## src/rtl/spi_baud_generator.sv

```systemverilog
// -----------------------------------------------------------------------------
// spi_baud_generator
//
// Generates the SPI serial clock (sclk) from PCLK, plus two one-PCLK strobes
// that tell the shifter when to sample MISO and when to shift MOSI.
//
// Ports
//   PCLK               in   1  system clock, all state changes on rising edge
//   PRESETn            in   1  asynchronous active-low reset
//   spi_mode           in   2  00 run, 01 wait, 10/11 stop
//   spiswai            in   1  stop sclk generation while in wait mode
//   sppr               in   3  baud prescaler select
//   spr                in   3  baud rate select
//   cpol               in   1  sclk idle level
//   cpha               in   1  sclk phase
//   ss                 in   1  active-low slave select (low = transfer)
//   sclk               out  1  generated serial clock (registered)
//   miso_receive_sclk  out  1  one-PCLK sample strobe (registered)
//   mosi_send_sclk     out  1  one-PCLK shift strobe (registered)
//   baud_rate_divisor  out 12  (sppr+1) * 2^(spr+1), combinational
//
// Behaviour
//   The divisor is split into two half periods. While active, an 11-bit
//   counter runs from 0 to half_period-1; on reaching (or passing) that
//   limit it restarts and sclk toggles. A toggle away from cpol is a leading
//   edge, a toggle back to cpol is a trailing edge; cpha chooses which of the
//   two edges fires the sample strobe and which fires the shift strobe.
//   While inactive the counter is cleared, sclk parks at cpol and no strobe
//   is produced.
// -----------------------------------------------------------------------------
module spi_baud_generator (
  input  logic        PCLK,
  input  logic        PRESETn,
  input  logic [1:0]  spi_mode,
  input  logic        spiswai,
  input  logic [2:0]  sppr,
  input  logic [2:0]  spr,
  input  logic        cpol,
  input  logic        cpha,
  input  logic        ss,
  output logic        sclk,
  output logic        miso_receive_sclk,
  output logic        mosi_send_sclk,
  output logic [11:0] baud_rate_divisor
);

  localparam logic [1:0] MODE_RUN  = 2'b00;
  localparam logic [1:0] MODE_WAIT = 2'b01;

  logic [10:0] cnt_q, cnt_d;
  logic        sclk_q, sclk_d;
  logic        miso_q, miso_d;
  logic        mosi_q, mosi_d;

  logic [11:0] divisor;
  logic [10:0] half_period;
  logic [10:0] half_limit;
  logic        active;
  logic        toggle;
  logic        leading;

  // Shift amount is widened so spr=7 gives 2^8 rather than wrapping to 2^0.
  // Largest result is 8 * 256 = 2048, which still fits in 12 bits.
  assign divisor = (12'({9'd0, sppr}) + 12'd1) << ({1'b0, spr} + 4'd1);

  // Divisor is always even, so dropping bit 0 is an exact halving (1..1024).
  assign half_period = divisor[11:1];
  assign half_limit  = half_period - 11'd1;

  assign active = ~ss & ((spi_mode == MODE_RUN) |
                         ((spi_mode == MODE_WAIT) & ~spiswai));

  // ">=" rather than "==" so a divisor that shrinks below the current count
  // toggles on the next edge instead of running the counter all the way round.
  assign toggle = cnt_q >= half_limit;

  // Leading edge moves sclk away from the idle level.
  assign leading = (sclk_q == cpol);

  always_comb begin
    cnt_d  = cnt_q;
    sclk_d = sclk_q;
    miso_d = 1'b0;
    mosi_d = 1'b0;
    if (!active) begin
      cnt_d  = 11'd0;
      sclk_d = cpol;
    end else if (toggle) begin
      cnt_d  = 11'd0;
      sclk_d = ~sclk_q;
      // cpha=0: sample on leading, shift on trailing; cpha=1 swaps them.
      if (leading ^ cpha) begin
        miso_d = 1'b1;
      end else begin
        mosi_d = 1'b1;
      end
    end else begin
      cnt_d = cnt_q + 11'd1;
    end
  end

  always_ff @(posedge PCLK or negedge PRESETn) begin
    if (!PRESETn) begin
      cnt_q  <= 11'd0;
      sclk_q <= 1'b0;
      miso_q <= 1'b0;
      mosi_q <= 1'b0;
    end else begin
      cnt_q  <= cnt_d;
      sclk_q <= sclk_d;
      miso_q <= miso_d;
      mosi_q <= mosi_d;
    end
  end

  assign sclk              = sclk_q;
  assign miso_receive_sclk = miso_q;
  assign mosi_send_sclk    = mosi_q;
  assign baud_rate_divisor = divisor;

endmodule

```

## config.mk

```make
export PLATFORM = sky130hd
export DESIGN_NAME = spi_baud_generator
export DESIGN_NICKNAME = d
export VERILOG_FILES = /design/src/rtl/spi_baud_generator.sv
export SDC_FILE = /design/constraint.sdc
export NUM_CORES = 1
export LEC_CHECK = 0
export ABC_CLOCK_PERIOD_IN_PS = 2100
export BUFFER_PORTS_ARGS = -buffer_cell sky130_fd_sc_hd__buf_2
export CORE_MARGIN = 2
export CORE_UTILIZATION = 49
export DETAILED_ROUTE_END_ITERATION = 7
export PLACE_DENSITY = 0.75
export SLEW_MARGIN = 20
export SYNTH_ARGS = -nofsm -noshare
export SYNTH_HDL_FRONTEND = slang
export SYNTH_SLANG_ARGS = --single-unit
```

## constraint.sdc

```tcl
create_clock -name PCLK -period 2.1 [get_ports PCLK]
set_input_delay 0.42 -clock PCLK [delete_from_list [all_inputs] [get_ports PCLK]]
set_output_delay 0.42 -clock PCLK [all_outputs]
set_load 0.1 [all_outputs]
```

==> tab_implementation.tex, run 1 <==
\begin{tabular}{lr}
\hline
Metric & Value \\
\hline
\multicolumn{2}{l}{\textbf{Yosys}} \\
Synth Instances & 166 \\
Dominant combinational cell family by area after synthesis & simple AND/OR/NAND/NOR gates \\
Synth warnings & 0 \\
Synthesized-area fraction occupied by adder cells & 0.1327 \\
Share of synthesized registers carrying an async set or reset & 1.000 \\
Number of synthesized flops with an enable pin & 0 \\
XOR/XNOR Fraction of Synth Area & 0.1301 \\
Prevailing post-synth register cell & dfrtp\_1 \\
Net Count, Synth & 195 \\
Mapped cell area & 0.001414 mm² \\
Simple-gate portion of the synthesized area & 0.3142 \\
Proportion of synthesized area in mux cells & 0 \\
Compound-Gate Fraction of Synth Area & 0.1451 \\
Part of the Yosys area used for sequential elements & 0.2478 \\
Number of library cell types mapped by synthesis & 43 \\
Synthesis-stage register bit count & 14 \\
Mean post-synth cell area & 8.517 µm² \\
\multicolumn{2}{l}{\textbf{Placement}} \\
Estimated wirelength of the detail-placed design & 3471 µm \\
Final GP Congestion & 0.8495 \\
Count of input and output buffers & 28 \\
Placement Cell Area & 0.002293 mm² \\
Worst slack at placement & -1.522 ns \\
\multicolumn{2}{l}{\textbf{Timing}} \\
Endpoint with the least setup slack after the last repair & sclk\$\_DFFE\_PN0P\_/D \\
Worst EP Category & sequential cell input \\
\multicolumn{2}{l}{\textbf{CTS}} \\
Hold-fix buffers at CTS & 0 \\
Inserted Clock Buffers & 3 \\
Number of buffers between clock root and the deepest sink & 2 \\
Sink count of the clock tree & 14 \\
H-tree depth & 1 \\
Clock Root Buffer & clkbuf\_4 \\
\multicolumn{2}{l}{\textbf{Die}} \\
Site Rows & 19 \\
IO Pins & 29 \\
Vert. Die Dim & 57.72 µm \\
Floorplan die width & 57.72 µm \\
Starting density of the core & 0.5127 \\
\multicolumn{2}{l}{\textbf{GRT}} \\
Maximum number of pins on one net before global-route repair & 15 \\
Initial antenna violation count & 0 \\
\multicolumn{2}{l}{\textbf{Run status}} \\
Outcome & did not finish \\
First error message & [ERROR DPL-0033] detailed placement checks failed during check placement. \\
Terminating stage of the flow & global routing \\
\hline
\end{tabular}
[cell families after synthesis]
kind of cell    Yosys count
xor+xnor                 21
compound gates           29
buf+inv                   9
fa+ha+maj                15
flops                    14
simple gates             78
[synthesized netlist by cell type (2+ instances only)]
library cell | number | area [µm²]
or2_2 | 3 | 18.77
dfrtp_1 | 14 | 350.3
nor3b_1 | 3 | 22.52
nor2_1 | 19 | 71.32
and3_1 | 6 | 37.54
a21oi_1 | 5 | 25.02
xnor2_1 | 12 | 105.1
a21o_1 | 2 | 15.01
or3_1 | 2 | 12.51
xor2_1 | 9 | 78.83
o21a_1 | 3 | 22.52
inv_1 | 6 | 22.52
nor3_1 | 5 | 25.02
nand2_1 | 12 | 45.04
a211o_1 | 2 | 17.52
nor2b_1 | 2 | 12.51
o31ai_1 | 3 | 22.52
nand4_1 | 3 | 18.77
nand2b_1 | 3 | 18.77
and2_1 | 4 | 25.02
nand3_1 | 8 | 40.04
o21ai_0 | 5 | 25.02
ha_1 | 15 | 187.7
[per-stage QoR]
step / TNS [ns] / std cells / util / hold slack [ns]
after floorplan: -23.08 / 166 / - / 0.1244
after global placement: -22.68 / 269 / 0.8317 / 0.3080
after detailed placement: -24.24 / 269 / 0.8317 / 0.3264
after CTS: -18.04 / 278 / 0.9034 / 0.01172
[what timing repair did]
item / 4_1_cts
hold endpoints to repair: 0
resized for setup: 32
pin swaps: 16
setup endpoints to repair: 25
setup buffers: 4
cloned: 1
==> run 2: changes to the inputs <==
--- a/config.mk
+++ b/config.mk
@@ -5,12 +5,12 @@
 export SDC_FILE = /design/constraint.sdc
 export NUM_CORES = 1
 export LEC_CHECK = 0
-export ABC_CLOCK_PERIOD_IN_PS = 2100
+export ABC_CLOCK_PERIOD_IN_PS = 2730
 export BUFFER_PORTS_ARGS = -buffer_cell sky130_fd_sc_hd__buf_2
-export CORE_MARGIN = 2
-export CORE_UTILIZATION = 49
+export CORE_AREA = 2 2 63 65
 export DETAILED_ROUTE_END_ITERATION = 7
-export PLACE_DENSITY = 0.75
+export DIE_AREA = 0 0 65 67
+export PLACE_DENSITY_LB_ADDON = 0.15
 export SLEW_MARGIN = 20
 export SYNTH_ARGS = -nofsm -noshare
 export SYNTH_HDL_FRONTEND = slang
==> constraint.sdc (replaced) <==
create_clock -name PCLK -period 2.73 [get_ports PCLK]
set_input_delay 0.546 -clock PCLK [delete_from_list [all_inputs] [get_ports PCLK]]
set_output_delay 0.546 -clock PCLK [all_outputs]
set_load 0.1 [all_outputs]
==> run 2 against run 1 <==
Compared with the run above: the flow now finishes, with violations (setup timing); synthesized cell count is the same; area after synthesis is the same.
==> tab_implementation.tex, run 2 <==
\begin{tabular}{lr}
\hline
Metric & Value \\
\hline
\multicolumn{2}{l}{\textbf{Run status}} \\
Outcome & finished with violations \\
Violations in the final reports & setup timing \\
\multicolumn{2}{l}{\textbf{GRT}} \\
Total routing usage reported by global routing & 0.2103 \\
Wire length of the first global-routing pass & 7176 µm \\
Total gr overflow & 0 \\
Number of global-route vias before repair & 1617 \\
Maximum number of pins on one net before global-route repair & 15 \\
Initial antenna violation count & 0 \\
\multicolumn{2}{l}{\textbf{Power}} \\
Internal Dissipation & 0.6124 mW \\
Power share of the combinational group & 0.585 \\
Total net switching power & 0.3959 mW \\
Leakage & 1.143 nW \\
Portion of total power attributed to the clock network & 0.203 \\
Power per Cell Area & 393.7 mW/mm² \\
Maximum vdd ir drop & 0.0003279 V \\
Switch share & 0.3927 \\
Seq pwr share & 0.211 \\
\multicolumn{2}{l}{\textbf{Job}} \\
Number of violations of the max-capacitance limit & 0 \\
\multicolumn{2}{l}{\textbf{Setup path}} \\
Critical-path top delay cell & or4\_4 \\
Capturing element type of the critical path & register \\
Cell chain of the critical path & buf\_8, ha\_4, or3\_4, o21ai\_2, or3\_4, ha\_4, o31a\_1, nand4\_1, or4\_4, xor2\_1, ha\_1, a21oi\_4, o2111ai\_4, and3\_1, o31ai\_1 \\
Crit path DAT & 3.67 ns \\
Max stage delay on crit path & 0.44 ns \\
Required time of the critical path & 2.87 ns \\
Worst Path Class, Setup & input pin to register \\
Critical path fanouts, max & 5 \\
Startpoint kind of the worst setup timing path & input pin \\
CP Buf/Inv Count & 1 \\
Family of cells with the greatest summed delay on the critical path & simple AND/OR/NAND/NOR gates \\
\multicolumn{2}{l}{\textbf{CTS}} \\
Number of buffers between clock root and the deepest sink & 2 \\
Sink count of the clock tree & 14 \\
Hold-fix buffers at CTS & 0 \\
H-tree depth & 1 \\
Inserted Clock Buffers & 3 \\
Clock-pin slew on the worst setup and hold paths & 0.06 ns \\
Latest clock arrival within the worst-skew pair & 0.25 ns \\
Clock Root Buffer & clkbuf\_8 \\
TritonCTS clock tree & yes \\
\multicolumn{2}{l}{\textbf{Die}} \\
Die ar. & 0.004355 mm² \\
Starting density of the core & 0.3921 \\
IO Pins & 29 \\
Floorplan die width & 65 µm \\
Site Rows & 22 \\
Vert. Die Dim & 67 µm \\
Std-Cell Core Area & 0.003606 mm² \\
\multicolumn{2}{l}{\textbf{Timing}} \\
Worst-case clock skew & 0.003594 ns \\
Time the worst path needs with I/O delays and setup & 3.526 ns \\
Tcrit/Tclk final & 1.292 \\
Worst Setup Slack, final & -0.7960 ns \\
Tightest Pin Transition & 0.4860 ns \\
F\_max & 0.2836 GHz \\
\# setup viols final & 14 \\
Unrepaired setup endpoints after global routing & yes \\
Headroom to the max-slew limit & 0.6783 \\
Number of hold violations in the final report & 0 \\
Slew Limit Fails & 0 \\
\multicolumn{2}{l}{\textbf{Drt}} \\
ANT nets after route & 0 \\
Vias post-DR & 1600 \\
Post-route DRC violation count & 0 \\
DR vias/cell & 5.369 \\
Final Routed Wirelength & 4422 µm \\
Average routed wire per standard cell & 14.84 µm \\
1st-iter DRT viols & 75 \\
Drt pass-1 iters & 4 \\
\multicolumn{2}{l}{\textbf{Cells and area}} \\
Total Nets Final & 280 \\
Design area & 0.002561 mm² \\
Final std cells w/o fill & 298 \\
Commonest non-fill, non-tap cell in the layout & buf\_4 \\
Most flop-heavy register & cnt\_q \\
ANT cells & 0 \\
Synthesis-to-layout area growth & 81.15\% \\
Commonest cells after routing, fill and taps aside & buf\_4, dfrtp\_1, buf\_12 \\
Ratio of cells with drive above 1 in the final layout & 0.5120 \\
Max FFs per register & 11 \\
\multicolumn{2}{l}{\textbf{Placement}} \\
Final GP Congestion & 0.8788 \\
Placement Cell Area & 0.002260 mm² \\
Post-Place Cells & 284 \\
Count of input and output buffers & 28 \\
Estimated wirelength of the detail-placed design & 3352 µm \\
\multicolumn{2}{l}{\textbf{Hold path}} \\
Hold Crit Class & input pin to asynchronous set/reset pin \\
\multicolumn{2}{l}{\textbf{Yosys}} \\
Synth Instances & 166 \\
Mean post-synth cell area & 8.517 µm² \\
Largest area contributor in the netlist & dfrtp\_1 \\
Most area-consuming cells after synthesis & dfrtp\_1, ha\_1, xnor2\_1 \\
Share of synthesized registers carrying an async set or reset & 1.000 \\
Synth warnings & 0 \\
Part of the Yosys area used for sequential elements & 0.2478 \\
Most used standard cells in the synthesized netlist & nor2\_1, ha\_1, dfrtp\_1 \\
Synthesis-stage register bit count & 14 \\
Mapped cell area & 0.001414 mm² \\
Most numerous cell in the Yosys netlist & nor2\_1 \\
Prevailing post-synth register cell & dfrtp\_1 \\
Net Count, Synth & 195 \\
Number of library cell types mapped by synthesis & 43 \\
Area share of the leading cell type in the synthesized netlist & 0.2478 \\
Number of synthesized flops with an enable pin & 0 \\
\hline
\end{tabular}
run 2: path summary, 6_finish.rpt:
path / start / endpoint / slack [ns] / cells after the start
max: spr[1] / sclk / -0.80 / 15
min: PRESETn / cnt_q[8] / 0.19 / 1
max reg2reg: cnt_q[0] / sclk / 0.62 / 8
min reg2reg: cnt_q[0] / cnt_q[0] / 0.51 / 1
max in group asynchronous: PRESETn / cnt_q[5] / 2.30 / 1
min in group PCLK: cnt_q[0] / cnt_q[0] / 0.51 / 1
run 2: cell type report:
class,count,area [µm²]
Clock buffer,4,55.05
Multi-Input combinational cell,144,1280
Inverter,6,30.03
Fill cell,275,1045
Sequential cell,14,350.3
Timing Repair Buffer,82,785.8
Tap cell,48,60.06
run 2: timing repair:
action | in CTS | in global routing
setup buffers | 5 | 5
cloned | 1 | 0
resized for setup | 19 | 22
pin swaps | 14 | 20
setup endpoints to repair | 21 | 21
run 2: power by group through the flow:
stage	registers [mW]	clock network [mW]	logic [mW]
2_1_floorplan	0.226	0	0.313
3_5_place_dp	0.217	0	0.519
3_3_place_gp	0.217	0	0.503
6_report	0.213	0.205	0.590
5_1_grt	0.214	0.216	0.631
4_1_cts	0.213	0.207	0.559
run 2: cell families (layout without fill, tap and decap cells):
kind of cell	after synthesis	after routing	share of synthesized area
and+or+nand+nor	78	78	0.3142
AOI/OAI and AO/OA	29	30	0.1451
xor gates and xnor gates	21	21	0.1301
adders and majority gates	15	15	0.1327
DFF	14	14	0.2478
buffers and inverters	9	92	0.03008
run 2: per-layer routing:
layer	vias to the layer above	part of all wire	wire (µm)	track usage
li1	773	-	-	-
met4	0	0.0018	8	0.03191
met3	2	0.084	371	0.04730
met2	66	0.50	2208	0.3673
met5	-	0	0	0
met1	759	0.41	1835	0.2691
run 2: through the flow:
stage	TNS [ns]	power, mW	util	setup WS [ns]	hold slack, ns
finish	-10.07	1.008	0.7103	-0.7960	0.1859
floorplan	-14.64	0.5390	-	-1.085	0.2504
global placement	-13.85	0.7200	0.6266	-1.002	0.4370
CTS	-10.10	0.9793	0.6777	-0.8039	0.1938
global route	-11.39	1.060	0.7103	-0.8825	0.2160
detailed placement	-16.02	0.7358	0.6266	-1.185	0.4596
Power figures use the tool's default switching activity.
